--- src/rtl/mdu_ctrl_pkg.sv ---
// mdu_ctrl_pkg: shared op/state encodings, iteration count and operand helper
package mdu_ctrl_pkg;
  typedef enum logic [1:0] {
    MDU_MULT  = 2'b00,
    MDU_MULTU = 2'b01,
    MDU_DIV   = 2'b10,
    MDU_DIVU  = 2'b11
  } mdu_op_e;
  typedef enum logic [1:0] {
    IDLE = 2'b00,
    RUN  = 2'b01,
    DONE = 2'b10
  } mdu_state_e;
  localparam int MDU_ITER = 32;
  // magnitude of v when treated as signed, raw v otherwise
  function automatic logic [31:0] abs32(input logic [31:0] v, input logic sgn);
    return (sgn && v[31]) ? -v : v;
  endfunction
endpackage

--- src/rtl/mdu_ctrl_if.sv ---
// mdu_ctrl_if: EX-stage request and HI/LO writeback bundle for the multiply/divide unit
interface mdu_ctrl_if;
  import mdu_ctrl_pkg::*;
  logic        start;
  mdu_op_e     op;
  logic [31:0] src_a;
  logic [31:0] src_b;
  logic        cancel;
  logic        stallreq;
  logic        busy;
  logic        hilo_we;
  logic [31:0] hi_wdata;
  logic [31:0] lo_wdata;
  logic        div_by_zero;
  modport master (
    output start, op, src_a, src_b, cancel,
    input  stallreq, busy, hilo_we, hi_wdata, lo_wdata, div_by_zero
  );
  modport slave (
    input  start, op, src_a, src_b, cancel,
    output stallreq, busy, hilo_we, hi_wdata, lo_wdata, div_by_zero
  );
endinterface

--- src/rtl/mdu_step.sv ---
// mdu_step: one combinational shift-add (multiply) or restoring-subtract (divide) iteration
module mdu_step (
  input  logic        is_div,
  input  logic [63:0] acc,
  input  logic [31:0] opnd,
  output logic [63:0] acc_next
);
  logic [32:0] sum;
  logic [31:0] diff;
  logic        ge;
  // multiply: acc = {partial_hi, multiplier}; add multiplicand on lsb, then shift right
  assign sum = {1'b0, acc[63:32]} + {1'b0, acc[0] ? opnd : 32'd0};
  // divide: acc = {remainder, quotient}; shifted remainder is acc[63:31], may need 33 bits
  assign ge = acc[63:31] >= {1'b0, opnd};
  assign diff = acc[62:31] - opnd;
  assign acc_next = is_div ? (ge ? {diff, acc[30:0], 1'b1} : {acc[62:0], 1'b0})
                           : {sum, acc[31:1]};
endmodule

--- src/rtl/mdu_ctrl.sv ---
// mdu_ctrl: iterative 32-cycle multiply/divide unit with pipeline stall and flush control
module mdu_ctrl
  import mdu_ctrl_pkg::*;
(
  input logic       clk,
  input logic       resetn,
  mdu_ctrl_if.slave bus
);
  mdu_state_e  state, state_nx;
  mdu_op_e     op_q;
  logic        sign_a, sign_b, dbz;
  logic [4:0]  cnt;
  logic [63:0] acc, acc_step, res, prod;
  logic [31:0] opnd, quo, rem;
  logic        accept, by_zero, is_signed, is_div, neg_q;
  assign accept    = state == IDLE && bus.start && !bus.cancel;
  assign by_zero   = bus.op[1] && bus.src_b == 32'd0;
  assign is_signed = !op_q[0];
  assign is_div    = op_q[1];
  mdu_step u_step (
    .is_div   (is_div),
    .acc      (acc),
    .opnd     (opnd),
    .acc_next (acc_step)
  );
  // state register
  always_ff @(posedge clk or negedge resetn)
    if (!resetn) state <= IDLE;
    else         state <= state_nx;
  // next state: cancel wins over everything, start only honoured in IDLE
  always_comb begin
    state_nx = state;
    state_nx = bus.cancel      ? IDLE :
               state == IDLE   ? (bus.start ? (by_zero ? DONE : RUN) : IDLE) :
               state == RUN    ? (cnt == 5'(MDU_ITER - 1) ? DONE : RUN) :
                                 IDLE;
  end
  // operand capture on accept, one datapath iteration per RUN cycle
  always_ff @(posedge clk or negedge resetn)
    if (!resetn) begin
      op_q   <= MDU_MULT;
      sign_a <= 1'b0;
      sign_b <= 1'b0;
      dbz    <= 1'b0;
      cnt    <= 5'd0;
      acc    <= 64'd0;
      opnd   <= 32'd0;
    end else if (accept) begin
      op_q   <= bus.op;
      sign_a <= bus.src_a[31];
      sign_b <= bus.src_b[31];
      dbz    <= by_zero;
      cnt    <= 5'd0;
      acc    <= by_zero ? {bus.src_a, 32'hFFFF_FFFF}
                        : {32'd0, bus.op[1] ? abs32(bus.src_a, !bus.op[0]) : abs32(bus.src_b, !bus.op[0])};
      opnd   <= bus.op[1] ? abs32(bus.src_b, !bus.op[0]) : abs32(bus.src_a, !bus.op[0]);
    end else if (state == RUN) begin
      acc <= acc_step;
      cnt <= cnt + 5'd1;
    end
  // sign fix-up of the unsigned magnitude result; divide-by-zero bypasses it
  assign neg_q = is_signed && (sign_a ^ sign_b);
  assign prod  = neg_q ? -acc : acc;
  assign quo   = neg_q ? -acc[31:0] : acc[31:0];
  assign rem   = (is_signed && sign_a) ? -acc[63:32] : acc[63:32];
  assign res   = dbz ? acc : is_div ? {rem, quo} : prod;
  assign bus.hilo_we     = state == DONE && !bus.cancel;
  assign bus.hi_wdata    = bus.hilo_we ? res[63:32] : 32'd0;
  assign bus.lo_wdata    = bus.hilo_we ? res[31:0] : 32'd0;
  assign bus.div_by_zero = bus.hilo_we && dbz;
  assign bus.busy        = state != IDLE;
  assign bus.stallreq    = resetn && (accept || state == RUN);
endmodule

--- src/flat_wrapper.sv ---
// flat-port wrapper written by rule: the top's interface ports become plain ports
module mdu_ctrl_flat import mdu_ctrl_pkg::*;
  (clk, resetn, bus_start, bus_op, bus_src_a, bus_src_b, bus_cancel, bus_stallreq, bus_busy, bus_hilo_we, bus_hi_wdata, bus_lo_wdata, bus_div_by_zero);
  mdu_ctrl_if bus_i ();
  input logic clk;
  input logic resetn;
  input wire logic [$bits(bus_i.start)-1:0] bus_start;
  input wire logic [$bits(bus_i.op)-1:0] bus_op;
  input wire logic [$bits(bus_i.src_a)-1:0] bus_src_a;
  input wire logic [$bits(bus_i.src_b)-1:0] bus_src_b;
  input wire logic [$bits(bus_i.cancel)-1:0] bus_cancel;
  output wire logic [$bits(bus_i.stallreq)-1:0] bus_stallreq;
  output wire logic [$bits(bus_i.busy)-1:0] bus_busy;
  output wire logic [$bits(bus_i.hilo_we)-1:0] bus_hilo_we;
  output wire logic [$bits(bus_i.hi_wdata)-1:0] bus_hi_wdata;
  output wire logic [$bits(bus_i.lo_wdata)-1:0] bus_lo_wdata;
  output wire logic [$bits(bus_i.div_by_zero)-1:0] bus_div_by_zero;
  assign bus_i.start = bus_start;
  assign bus_i.op = bus_op;
  assign bus_i.src_a = bus_src_a;
  assign bus_i.src_b = bus_src_b;
  assign bus_i.cancel = bus_cancel;
  assign bus_stallreq = bus_i.stallreq;
  assign bus_busy = bus_i.busy;
  assign bus_hilo_we = bus_i.hilo_we;
  assign bus_hi_wdata = bus_i.hi_wdata;
  assign bus_lo_wdata = bus_i.lo_wdata;
  assign bus_div_by_zero = bus_i.div_by_zero;
  mdu_ctrl u_core (.clk(clk), .resetn(resetn), .bus(bus_i));
endmodule
--- config.mk ---
export PLATFORM = sky130hd
export DESIGN_NAME = mdu_ctrl_flat
export DESIGN_NICKNAME = d
export VERILOG_FILES = /design/src/rtl/mdu_ctrl_pkg.sv /design/src/rtl/mdu_ctrl_if.sv /design/src/rtl/mdu_step.sv /design/src/rtl/mdu_ctrl.sv /design/src/flat_wrapper.sv
export SDC_FILE = /design/constraint.sdc
export NUM_CORES = 1
export LEC_CHECK = 0
export ABC_CLOCK_PERIOD_IN_PS = 5100
export CORE_UTILIZATION = 49
export DETAILED_ROUTE_END_ITERATION = 12
export PLACE_DENSITY = 0.79
export SETUP_SLACK_MARGIN = 0.3
export SYNTH_ARGS = -nofsm -noshare
export SYNTH_HDL_FRONTEND = slang
export SYNTH_HIERARCHICAL = 1
export SYNTH_SLANG_ARGS = --single-unit
--- constraint.sdc ---
create_clock -name clk -period 5.1 [get_ports clk]
set_input_delay 1.02 -clock clk [delete_from_list [all_inputs] [get_ports clk]]
set_output_delay 1.02 -clock clk [all_outputs]
set_load 0.02 [all_outputs]
======== Yosys cells after proc, flatten, opt, wreduce, memory -nomap -nowiden ========
Cells that the tools add are included.
cells by class
  magnitude comparators ................... 1
  eq/ne operators ......................... 3
  mux-type cells .......................... 25
  add/sub/neg operators ................... 8
  bitwise operators ....................... 1
  reduce and logical (&&, ||, !) cells .... 18
operators with widths
  cell                                                                   count
  64-bit two-way mux                                                     8
  32-bit two-way mux                                                     9
  32-bit negation                                                        4
  64-bit negation                                                        1
  32-bit by 32-bit adder with 33-bit output                              1
  33-bit by 32-bit >= comparator with 1-bit output                       1
  32-bit logical NOT                                                     1
  32-bit subtractor                                                      1
  2-bit two-way mux                                                      6
  1-bit logical AND                                                      10
  5-bit two-way mux                                                      2
  5-bit by 1-bit adder with 5-bit output, second input constant          1
  5-bit equality test, second input constant                             1
  2-bit nonzero test                                                     2
  1-bit logical NOT                                                      3
  2-bit by 1-bit equality test with 1-bit output, second input constant  1
  2-bit equality test, second input constant                             1
  2-bit logical NOT                                                      1
  1-bit logical OR                                                       1
  1-bit bitwise XOR                                                      1
storage, ports and cells
  output and inout bits ................... 68
  word-level logic and storage cells ...... 64
  register bits after elaboration ......... 108
  input bits .............................. 70

======== Depth between registers and ports, before layout ========
Gate-level depths: netlist (run 1).
  depth in word-level cells ............... 6
  depth in mapped cells ................... 15
  depth with buffers taken out ............ 15

======== Cells and area by module ========
The synthesis (run 1) kept the hierarchy.
modules (own cells, without submodules)
  module    instances  cells an instance  area each (µm²)  seq. area each (µm²)
  mdu_ctrl  1          1169               8827.2           2702.6
  mdu_step  1          671                4698.3           0.0

======== Worst setup path before layout (run 1) ========
OpenSTA, ideal clock, no wires.
  path kind ............................... reg2out
  from .................................... register u_core.acc[9]
  to ...................................... output bus_hi_wdata[29]
  data required time ...................... 4.080 ns
  buffers on the path ..................... 1
  data arrival time ....................... 2.774 ns
  stages on the path, launching flop included .. 8
  slack ................................... 1.306 ns
  cells stage by stage .................... dfrtp_1 > or4_1 > or3_1 > or4b_4 > buf_6 > a2111oi_4 > o21ai_1 > a21oi_1
between the ends
  word-level cells in the longest chain between the ends .. 5
ends and longest elaborated chain
  what                             line                RTL
  start: declaration               mdu_ctrl.sv:13      logic [63:0] acc, acc_step, res, prod;
  start signal: assignment         mdu_ctrl.sv:54      acc <= by_zero ? {bus.src_a, 32'hFFFF_FFFF}
  start signal: assignment         mdu_ctrl.sv:58      acc <= acc_step;
  64-bit negation                  mdu_ctrl.sv:63      assign prod = neg_q ? -acc : acc;
  64-bit two-way mux               mdu_ctrl.sv:63
  64-bit two-way mux (2 in a row)  mdu_ctrl.sv:66      assign res = dbz ? acc : is_div ? {rem, quo} : prod;
  32-bit two-way mux               mdu_ctrl.sv:68      assign bus.hi_wdata = bus.hilo_we ? res[63:32] : 32'd0;
  end: declaration                 flat_wrapper.sv:15  output wire logic [$bits(bus_i.hi_wdata)-1:0] bus_hi_wdata;
Every way passes these cells.

======== Worst setup path in the final report (run 1) ========
  from .................................... register u_core.acc[8]
  to ...................................... output bus_hi_wdata[23]
The elaborated chain is that of the path after synthesis.

==> flow_summary.toml, run 1 <==
[drt]
finalWirelength_microns = 50600
final_antenna_net_count = 0
detail_route.vias_per_cell = 6.73
detailroute.via_count = 15300
route.detailed.wl_per_inst_microns = 22.3
drc_errors = 0
drt_iter0_drc = 1881
drt_pre_antenna_iters = 6

[clock_network]
cts_root_buf = "sky130_fd_sc_hd__clkbuf_16"
clk_path_buf_depth = 2
cts_tree = "yes"
cts_inserted_buffers = 9
clkLatencyLatePin_ns = 0.37
cts.sink_count = 108
post_cts_hold_buffer_count = 0
clk_pin_slew_worst_paths_ns = 0.09
htree_num_levels = 3

[floorplanning]
core_area_sq_mm = 0.0270
fp.dieW_microns = 168
rows = 60
initial_utilization_pct = 50.0
pin_count = 138
die_area_sq_mm = 0.0283
floorplan.die.height_microns = 168

[critical_path]
cp_top_family = "simple AND/OR/NAND/NOR gates"
worst_path_max_delay_cell = "sky130_fd_sc_hd__or4b_4"
crit_path_max_fanout = 10
worstPathCellList = "or4_1 > or3_1 > or4b_4 > nor3_1 > o211ai_1 > nand2_1 > clkdlybuf4s50_1"
critical_path_buf_inv_count = 1
critPathLaunchType = "flop"
critical_path.max_stage_delay_ns = 0.66
worstSetupEndpointType = "output pin"
worst_ep_required_time_ns = 4.08
worst-setup-path-type = "reg2out"
crit_arrival_ns = 3.65

[finish]
drive_above_1_share_pct = 7.57
final_core_util_pct = 57.6
areaGrowthSynthToFinish_pct = 15.1
layout.nets = 2066
diodes = 0

[yosys]
synthTopCellsByArea = "sky130_fd_sc_hd__dfrtp_1 (20%), sky130_fd_sc_hd__a21oi_1 (6.7%), sky130_fd_sc_hd__ha_1 (6.5%)"
synthesis.area_sq_mm = 0.0135
main_combinational_cell_family_by_area_after_synthesis = "compound AO/OA/AOI/OAI gates"
synth-compound-area-share_pct = 28.7
number_of_enable_flip_flop_cells_after_synthesis = 0
post_synth_mux_area_share_pct = 5.11
fraction_of_the_yosys_area_taken_by_sequential_cells_pct = 20.0
share_of_synthesized_cell_area_in_and_or_nand_and_nor_gates_pct = 25.0
synth.lib_cells_used.distinct = 89
synth_commonest_cells = "sky130_fd_sc_hd__nor2_1 (195), sky130_fd_sc_hd__a21oi_1 (181), sky130_fd_sc_hd__nand2_1 (168)"
ys_warn_count = 6
synthFlopType = "sky130_fd_sc_hd__dfrtp_1"
postSynthAreaPerCell_sq_um = 7.35
synth_largest_type_area_fraction_pct = 20.0
synth_register_bits = 108
library_cell_with_the_highest_instance_count_after_synthesis = "sky130_fd_sc_hd__nor2_1"
yosys.area_share.adder_pct = 6.77
yosysTopAreaCell = "sky130_fd_sc_hd__dfrtp_1"
postSynthNetCount = 1982
synthesis.instances = 1840
postSynth.asyncResetShare_pct = 100
xor_xnor_fraction_of_synth_area_pct = 9.32

[global_route]
largest_net_degree_at_the_start_of_global_routing = 77
grt_first_pass_wirelength_microns = 78300
first_global_vias = 14100
groute.usage.overall_pct = 35.4
grt.overflow.total = 0
number_of_antenna_violations_at_the_first_check_in_global_routing = 0

[sta]
layout_worst_path_cycle_share_pct = 91.5
worst_slew_margin_rel_pct = 28.8
timing.final.crit_period_ns = 4.67
final_hold_viol_count = 0
postLayoutSetupSlackWorst_ns = 0.433
maxClockFrequency_mhz = 214
grt_setup_unrepaired = "true"
hold-worst-slack_ns = 0.529
timing.final.setup_violations = 0
slew_at_the_pin_with_the_worst_max_slew_slack_ns = 1.07
worst_setup_skew_after_layout_ns = 0.0164
timing_max_transition_violations_final = 0
tns_ns = 0

[pwr]
power_per_cell_area_mw_per_mm2 = 562
power.share.sequential_pct = 21.1
static-leakage-power_nw = 6.38
cell_internal_pwr_mw = 4.09
power_frac_comb_pct = 70.5
clockPowerShare_pct = 8.5
switchingPower_mw = 4.65
ir_worst_vdd_mv = 0.210
power_switching_share_pct = 53.2

[flow_run]
max-cap-violations = 0

[status]
run_status = "completed"

[placed_design]
place_hpwl_microns = 39000
port_buffers = 137
place.gp.congestion = 1.02
place_ws_ns = 0.634

[worst_hold_path]
hold_path.class = "reg2reg"
tightest hold or removal path: cells and delay by family (launching register included):
| family | cells | cell delay, ns |
|---|---|---|
| and+or+nand+nor | 2 | 0.14 |
| DFF | 1 | 0.36 |
power groups by stage:
stage                     logic (mW)  clock network [mW]  registers (mW)
after CTS                       5.99               0.749            1.80
after global routing            6.68               0.782            1.88
final                           6.16               0.740            1.84
after detailed placement        5.93                   0            1.82
after floorplan                 4.47                   0            1.59
after global placement          5.86                   0            1.80
path summary, 6_finish.rpt:
kind | slack, ns | cells past startpoint | from | end
min in group asynchronous | 0.59 | 1 | resetn | u_core/cnt[3]
max | 0.43 | 7 | u_core/acc[8] | bus_hi_wdata[23]
max reg2reg | 0.88 | 12 | u_core/acc[37] | u_core/acc[60]
min reg2reg | 0.53 | 2 | u_core/cnt[4] | u_core/cnt[4]
max in group asynchronous | 2.99 | 2 | resetn | u_core/op_q[1]
min | 0.53 | 2 | u_core/cnt[4] | u_core/cnt[4]
layer usage:
layer  share of wire, %  track usage (%)
met5                  0                0
met4                6.2             21.7
met3                9.7             5.20
met2                 44             55.2
met1                 40             46.4
cell families after synthesis:
family | count (synthesis)
muxes | 65
DFF | 108
and+or+nand+nor | 679
buffers and inverters | 175
xor gates and xnor gates | 144
adders and majority gates | 72
AOI/OAI and AO/OA | 597
cell type report:
| type | instances | area, sq um |
|---|---|---|
| clock buffer | 9 | 225 |
| clock inverter | 7 | 93.8 |
| fill | 2533 | 11500 |
| inverter | 68 | 255 |
| multi-input combinational | 1557 | 10200 |
| sequential | 108 | 2700 |
| tap | 341 | 427 |
| timing repair buffer | 180 | 1690 |
through the flow:
step	area [sq um]	std cells	power [mW]
2_1_floorplan	13500	1840	6.06
3_3_place_gp	15200	2252	7.66
3_5_place_dp	15200	2252	7.75
4_1_cts	15500	2270	8.54
5_1_grt	15600	2270	9.34
6_report	15600	2270	8.74
cell usage in the layout, fill, tap and decap left out, types with 30 or more instances in the layout:
cell	instances
sky130_fd_sc_hd__nor2_1	194
sky130_fd_sc_hd__a21oi_1	180
sky130_fd_sc_hd__nand2_1	167
sky130_fd_sc_hd__clkdlybuf4s50_1	133
sky130_fd_sc_hd__dfrtp_1	107
sky130_fd_sc_hd__o21ai_0	102
sky130_fd_sc_hd__xor2_1	73
sky130_fd_sc_hd__xnor2_1	71
sky130_fd_sc_hd__ha_1	70
sky130_fd_sc_hd__inv_1	67
sky130_fd_sc_hd__buf_4	44
sky130_fd_sc_hd__o22ai_1	39
sky130_fd_sc_hd__a21o_1	38
sky130_fd_sc_hd__and2_1	38
sky130_fd_sc_hd__or3_1	36
sky130_fd_sc_hd__nor3_1	34
sky130_fd_sc_hd__nand3_1	34
sky130_fd_sc_hd__nor4_1	33
sky130_fd_sc_hd__mux2i_1	33
sky130_fd_sc_hd__mux2_2	32
sky130_fd_sc_hd__o31ai_1	30
sequential cells by signal, summed over array words and instances, names as in the netlist:
name / flops
u_core/acc: 64
u_core/cnt: 5
u_core/dbz: 1
u_core/op_q: 2
u_core/opnd: 32
u_core/sign_a: 1
u_core/sign_b: 1
u_core/state: 2
what timing repair did:
| item | in CTS | in global routing |
|---|---|---|
| resized for setup | 1 | 7 |
| setup buffers | 2 | 0 |
| pin swaps | 1 | 0 |
| setup endpoints to repair | 3 | 11 |
Note: power is estimated with default switching activity, not from simulation.
==> run 2, diff against run 1 <==
--- a/config.mk
+++ b/config.mk
@@ -9,7 +9,6 @@
 export CORE_UTILIZATION = 49
 export DETAILED_ROUTE_END_ITERATION = 12
 export PLACE_DENSITY = 0.79
-export SETUP_SLACK_MARGIN = 0.3
 export SYNTH_ARGS = -nofsm -noshare
 export SYNTH_HDL_FRONTEND = slang
 export SYNTH_HIERARCHICAL = 1
==> flow_summary.toml, run 2 (synthesis results as in run 1) <==
[clock_network]
cts_tree = "yes"
cts.sink_count = 108
cts_inserted_buffers = 9
cts_setup_buffers = 0
clk_pin_slew_worst_paths_ns = 0.09
cts_root_buf = "sky130_fd_sc_hd__clkbuf_16"
clkLatencyLatePin_ns = 0.37
htree_num_levels = 3
clk_path_buf_depth = 2

[drt]
drt_iter0_drc = 1845
drt_pre_antenna_iters = 7
route.detailed.wl_per_inst_microns = 22.3
drc_errors = 0
finalWirelength_microns = 50500
final_antenna_net_count = 0
detailroute.via_count = 15200
detail_route.vias_per_cell = 6.71

[global_route]
top_usage_layer = "met2"
met3_global_route_usage_pct = 5.10
largest_net_degree_at_the_start_of_global_routing = 77
grt.overflow.total = 0
grt_first_pass_wirelength_microns = 78300
number_of_antenna_violations_at_the_first_check_in_global_routing = 0
met2_usage_pct = 55.2
groute.usage.overall_pct = 35.4
first_global_vias = 14100
grt_util_met1_pct = 46.4

[critical_path]
timing.rr.start = "u_core/acc[33]"
ff2ff_path_depth = 12
worst_ep_required_time_ns = 4.08
worstPathCellList = "or4_1 > nor4_4 > or4b_4 > a2111oi_4 > o21ai_1 > a21oi_1 > clkdlybuf4s50_1"
worst-setup-path-type = "reg2out"
worst_path_max_delay_cell = "sky130_fd_sc_hd__or4b_4"
crit_arrival_ns = 3.89
endpoint = "bus_hi_wdata[29]"
crit_path_max_fanout = 10
worst_setup_path_startpoint = "u_core/acc[29]"
reg2reg_to = "u_core/acc[60]"
worstSetupEndpointType = "output pin"
r2r_setup_slack_ns = 0.83
critPathLaunchType = "flop"
critical_path.max_stage_delay_ns = 0.66

[finish]
layout_common_cells = "sky130_fd_sc_hd__nor2_1 (195), sky130_fd_sc_hd__a21oi_1 (181), sky130_fd_sc_hd__nand2_1 (167), sky130_fd_sc_hd__clkdlybuf4s50_1 (135), sky130_fd_sc_hd__dfrtp_1 (107)"
layout.nets = 2064
fillerInstances = 2534
largest-register = "u_core/acc"
largest_register_ffs = 64
areaGrowthSynthToFinish_pct = 14.8
commonest_non_fill_non_tap_cell_in_the_layout = "sky130_fd_sc_hd__nor2_1"
diodes = 0
layout.cells.non_filler = 2268
layout_top_registers = "u_core/acc (64), u_core/opnd (32), u_core/cnt (5)"
drive_above_1_share_pct = 7.27

[sta]
maxClockFrequency_mhz = 204
slew_at_the_pin_with_the_worst_max_slew_slack_ns = 1.06
timing.final.setup_violations = 0
final_hold_viol_count = 0
worst_slew_margin_rel_pct = 29.3
grt_setup_unrepaired = "false"
timing_max_transition_violations_final = 0
worst_setup_skew_after_layout_ns = 0.0167
tns_ns = 0
timing.final.crit_period_ns = 4.91
layout_worst_path_cycle_share_pct = 96.3

[placed_design]
port_buffers = 137
dp.cells = 2252
place_hpwl_microns = 39000
place.gp.congestion = 1.02

[pwr]
static-leakage-power_nw = 6.35
power.share.sequential_pct = 21.0
power_per_cell_area_mw_per_mm2 = 562
ir_worst_vdd_mv = 0.211
clockPowerShare_pct = 8.5
cell_internal_pwr_mw = 4.09
power_frac_comb_pct = 70.5
switchingPower_mw = 4.64
power_switching_share_pct = 53.2

[worst_hold_path]
critical_hold_path_startpoint = "u_core/cnt[4]"
hold_path.class = "reg2reg"

[floorplanning]
initial_utilization_pct = 50.0
pin_count = 138
fp.dieW_microns = 168
floorplan.die.height_microns = 168
die_area_sq_mm = 0.0283
core_area_sq_mm = 0.0270
rows = 60

[status]
run_status = "completed"

[flow_run]
max-cap-violations = 0
run 2: cell count changes in the layout (fill, tap and decap cells not counted), sizes merged:
cell           delta
clkdlybuf4s50     +2
buf               -2
dlygate4sd2       -1
dlymetal6s2s      -1
run 2: through the flow:
| stage | instance area, sq um | power [mW] | hold WS (ns) | setup WS [ns] | util [%] |
|---|---|---|---|---|---|
| after detailed placement | 15200 | 7.75 | 0.508 | 0.634 | 56.3 |
| final | 15500 | 8.73 | 0.530 | 0.190 | 57.5 |
| after global routing | 15500 | 9.33 | 0.557 | 0.0654 | 57.5 |
| after CTS | 15500 | 8.54 | 0.530 | 0.211 | 57.4 |
| after floorplan | 13500 | 6.06 | 0.453 | 1.31 | - |
| after global placement | 15200 | 7.66 | 0.493 | 0.689 | 56.3 |
run 2: what timing repair did:
action	in CTS	in global routing
setup endpoints to repair	0	1
resized for setup	0	1
hold buffers	0	0
run 2: worst min path at each step:
stage | cells past startpoint | slack (ns) | endpoint
floorplan | 2 | 0.45 | u_core/opnd[22]
global placement | 2 | 0.49 | u_core/cnt[4]
detailed placement | 2 | 0.51 | u_core/cnt[4]
CTS | 2 | 0.53 | u_core/cnt[4]
global route | 2 | 0.56 | u_core/cnt[4]
finish | 2 | 0.53 | u_core/cnt[4]
run 2: layer usage:
layer	vias to the layer above	wire, microns
li1	6965	-
met4	0	3110
met3	155	4900
met1	7175	20200
met5	-	0
met2	927	22300
run 2: power by group through the flow:
stage / Clock, mW / Combinational, mW / Sequential, mW
after floorplan: 0 / 4.47 / 1.59
after global placement: 0 / 5.86 / 1.80
after detailed placement: 0 / 5.93 / 1.82
after CTS: 0.749 / 5.98 / 1.80
after global routing: 0.781 / 6.67 / 1.88
final: 0.741 / 6.16 / 1.83
run 2: worst max-delay path: cells and delay by family, from the launching register on:
family	cells	cell delay (ns)
AO/OA/AOI/OAI	3	0.66
AND/OR/NAND/NOR	3	1.79
buffers and inverters	1	0.63
flip-flops	1	0.44
run 2: final cells by class:
class                           instances  area, sq um  share of cell area, %
Inverter                               68          255                   1.64
Multi-Input combinational cell       1557        10200                   65.4
Clock buffer                            9          225                   1.45
Timing Repair Buffer                  178         1670                   10.8
Tap cell                              341          427                   2.75
Sequential cell                       108         2700                   17.4
Clock inverter                          7         93.8                  0.604
==> run 3, diff against run 2 <==
--- a/config.mk
+++ b/config.mk
@@ -8,7 +8,8 @@
 export ABC_CLOCK_PERIOD_IN_PS = 5100
 export CORE_UTILIZATION = 49
 export DETAILED_ROUTE_END_ITERATION = 12
-export PLACE_DENSITY = 0.79
+export PLACE_DENSITY = 0.7
+export RECOVER_POWER = 100
 export SYNTH_ARGS = -nofsm -noshare
 export SYNTH_HDL_FRONTEND = slang
 export SYNTH_HIERARCHICAL = 1
==> flow_summary.toml, run 3 (synthesis results as in run 1) <==
[global_route]
top_usage_layer = "met2"
groute.usage.overall_pct = 37.5
grt.overflow.total = 0
met2_usage_pct = 61.7
grt_util_met1_pct = 49.0
largest_net_degree_at_the_start_of_global_routing = 66
grt_first_pass_wirelength_microns = 82200
met3_global_route_usage_pct = 5.08
number_of_antenna_violations_at_the_first_check_in_global_routing = 0
first_global_vias = 14300

[drt]
finalWirelength_microns = 53000
detailroute.via_count = 15000
drc_errors = 0
route.detailed.wl_per_inst_microns = 23.3
drt_iter0_drc = 1634
final_antenna_net_count = 0
detail_route.vias_per_cell = 6.59
drt_pre_antenna_iters = 6

[clock_network]
post_cts_hold_buffer_count = 0
cts.sink_count = 108
clk_pin_slew_worst_paths_ns = 0.09
clkLatencyLatePin_ns = 0.37
cts_tree = "yes"
clk_path_buf_depth = 2
htree_num_levels = 3
cts_root_buf = "sky130_fd_sc_hd__clkbuf_16"
cts_inserted_buffers = 9

[floorplanning]
rows = 60
floorplan.die.height_microns = 168
initial_utilization_pct = 50.0
fp.dieW_microns = 168
die_area_sq_mm = 0.0283
pin_count = 138
core_area_sq_mm = 0.0270

[placed_design]
place_ws_ns = 0.546
place.gp.congestion = 0.983
port_buffers = 137
place_hpwl_microns = 41000

[pwr]
clockPowerShare_pct = 8.9
cell_internal_pwr_mw = 4.14
power.share.sequential_pct = 20.4
switchingPower_mw = 4.62
static-leakage-power_nw = 6.56
power_frac_comb_pct = 70.6
ir_worst_vdd_mv = 0.215
power_per_cell_area_mw_per_mm2 = 565
power_switching_share_pct = 52.7

[critical_path]
crit_arrival_ns = 3.85
crit_path_max_fanout = 10
worst-setup-path-type = "reg2out"
critPathLaunchType = "flop"
worstSetupEndpointType = "output pin"
timing.rr.start = "u_core/acc[31]"
worst_ep_required_time_ns = 4.08
worst_setup_path_startpoint = "u_core/acc[29]"

[sta]
timing.final.crit_period_ns = 4.87
timing.final.setup_violations = 0
worst_setup_skew_after_layout_ns = 0.0222
grt_setup_unrepaired = "false"
slew_at_the_pin_with_the_worst_max_slew_slack_ns = 2.63
postLayoutSetupSlackWorst_ns = 0.234
final_hold_viol_count = 0
timing_max_transition_violations_final = 111
tns_ns = 0
layout_worst_path_cycle_share_pct = 95.4
maxClockFrequency_mhz = 206
worst_slew_margin_rel_pct = -75.5

[finish]
largest_register_ffs = 64
commonest_non_fill_non_tap_cell_in_the_layout = "sky130_fd_sc_hd__nor2_1"
layout_top_registers = "u_core/acc (64), u_core/opnd (32), u_core/cnt (5)"
final_core_util_pct = 57.4
areaGrowthSynthToFinish_pct = 14.7
largest-register = "u_core/acc"
drive_above_1_share_pct = 7.15
layout.nets = 2068
layout_common_cells = "sky130_fd_sc_hd__nor2_1 (195), sky130_fd_sc_hd__a21oi_1 (181), sky130_fd_sc_hd__nand2_1 (168), sky130_fd_sc_hd__dfrtp_1 (107), sky130_fd_sc_hd__o21ai_0 (103)"

[worst_hold_path]
hold_path.class = "reg2reg"
critical_hold_path_startpoint = "u_core/cnt[4]"

[status]
violations = "max-capacitance violations, max-slew violations"
run_status = "complete, but fails checks"

[flow_run]
max-cap-violations = 2
run 3: cell count changes in the layout (fill, tap and decap cells not counted), moves of 2 or more:
| cell | previous run | this run |
|---|---|---|
| sky130_fd_sc_hd__clkinv_8 | 4 | 1 |
| sky130_fd_sc_hd__clkbuf_1 | 0 | 5 |
| sky130_fd_sc_hd__buf_4 | 42 | 37 |
| sky130_fd_sc_hd__clkbuf_2 | 0 | 3 |
| sky130_fd_sc_hd__dlygate4sd3_1 | 0 | 65 |
| sky130_fd_sc_hd__clkdlybuf4s50_1 | 135 | 70 |
| sky130_fd_sc_hd__inv_6 | 1 | 3 |
run 3: power by group through the flow:
| stage | logic (mW) | clock network (mW) | registers, mW |
|---|---|---|---|
| after floorplan | 4.47 | 0 | 1.59 |
| after global placement | 5.95 | 0 | 1.77 |
| after detailed placement | 6.01 | 0 | 1.79 |
| after CTS | 6.05 | 0.791 | 1.77 |
| after global routing | 6.75 | 0.823 | 1.83 |
| final | 6.19 | 0.781 | 1.79 |
run 3: final cells by class:
class | instances | area [sq um]
sequential | 108 | 2700
clock inverter | 7 | 88.8
timing repair buffer | 182 | 1670
fill | 2608 | 11500
inverter | 68 | 255
clock buffer | 9 | 225
multi-input combinational | 1557 | 10100
antenna | 1 | 2.50
tap | 341 | 427
run 3: worst paths after layout:
kind,to,slack (ns),depth (start not counted)
worst max register to register,u_core/acc[52],0.67,14
max in group asynchronous,u_core/opnd[18],0.77,3
worst max-delay path,bus_hi_wdata[27],0.23,7
worst min register to register,u_core/cnt[4],0.52,2
worst min-delay path,u_core/cnt[4],0.52,2
min in group asynchronous,u_core/cnt[2],1.63,2
run 3: routing by layer:
metal / part of all wire (%) / vias to the layer above
li1: - / 6960
met4: 4.5 / 0
met5: 0 / -
met3: 7.7 / 120
met2: 46 / 765
met1: 42 / 7128
run 3: through the flow:
stage          area (sq um)  total power, mW  hold WS [ns]  cells
2_1_floorplan         13500             6.06         0.453   1840
3_3_place_gp          15200             7.72         0.487   2254
3_5_place_dp          15200             7.80         0.496   2254
4_1_cts               15500             8.61         0.519   2270
5_1_grt               15500             9.40         0.556   2272
6_report              15500             8.76         0.518   2273
run 3: what timing repair did:
action	4_1_cts	5_1_grt
setup buffers	0	2
gates resized for setup	0	2
endpoints found under the setup margin	0	2
run 3: critical path: stages (launching register included):
cell and delay [ns]:
sky130_fd_sc_hd__dfrtp_1 0.44, sky130_fd_sc_hd__or4_1 0.65, sky130_fd_sc_hd__nor4_4 0.45, sky130_fd_sc_hd__or4b_4 0.66
sky130_fd_sc_hd__a2111oi_2 0.42, sky130_fd_sc_hd__o21ai_1 0.11, sky130_fd_sc_hd__a21oi_2 0.13, sky130_fd_sc_hd__clkdlybuf4s50_1 0.62
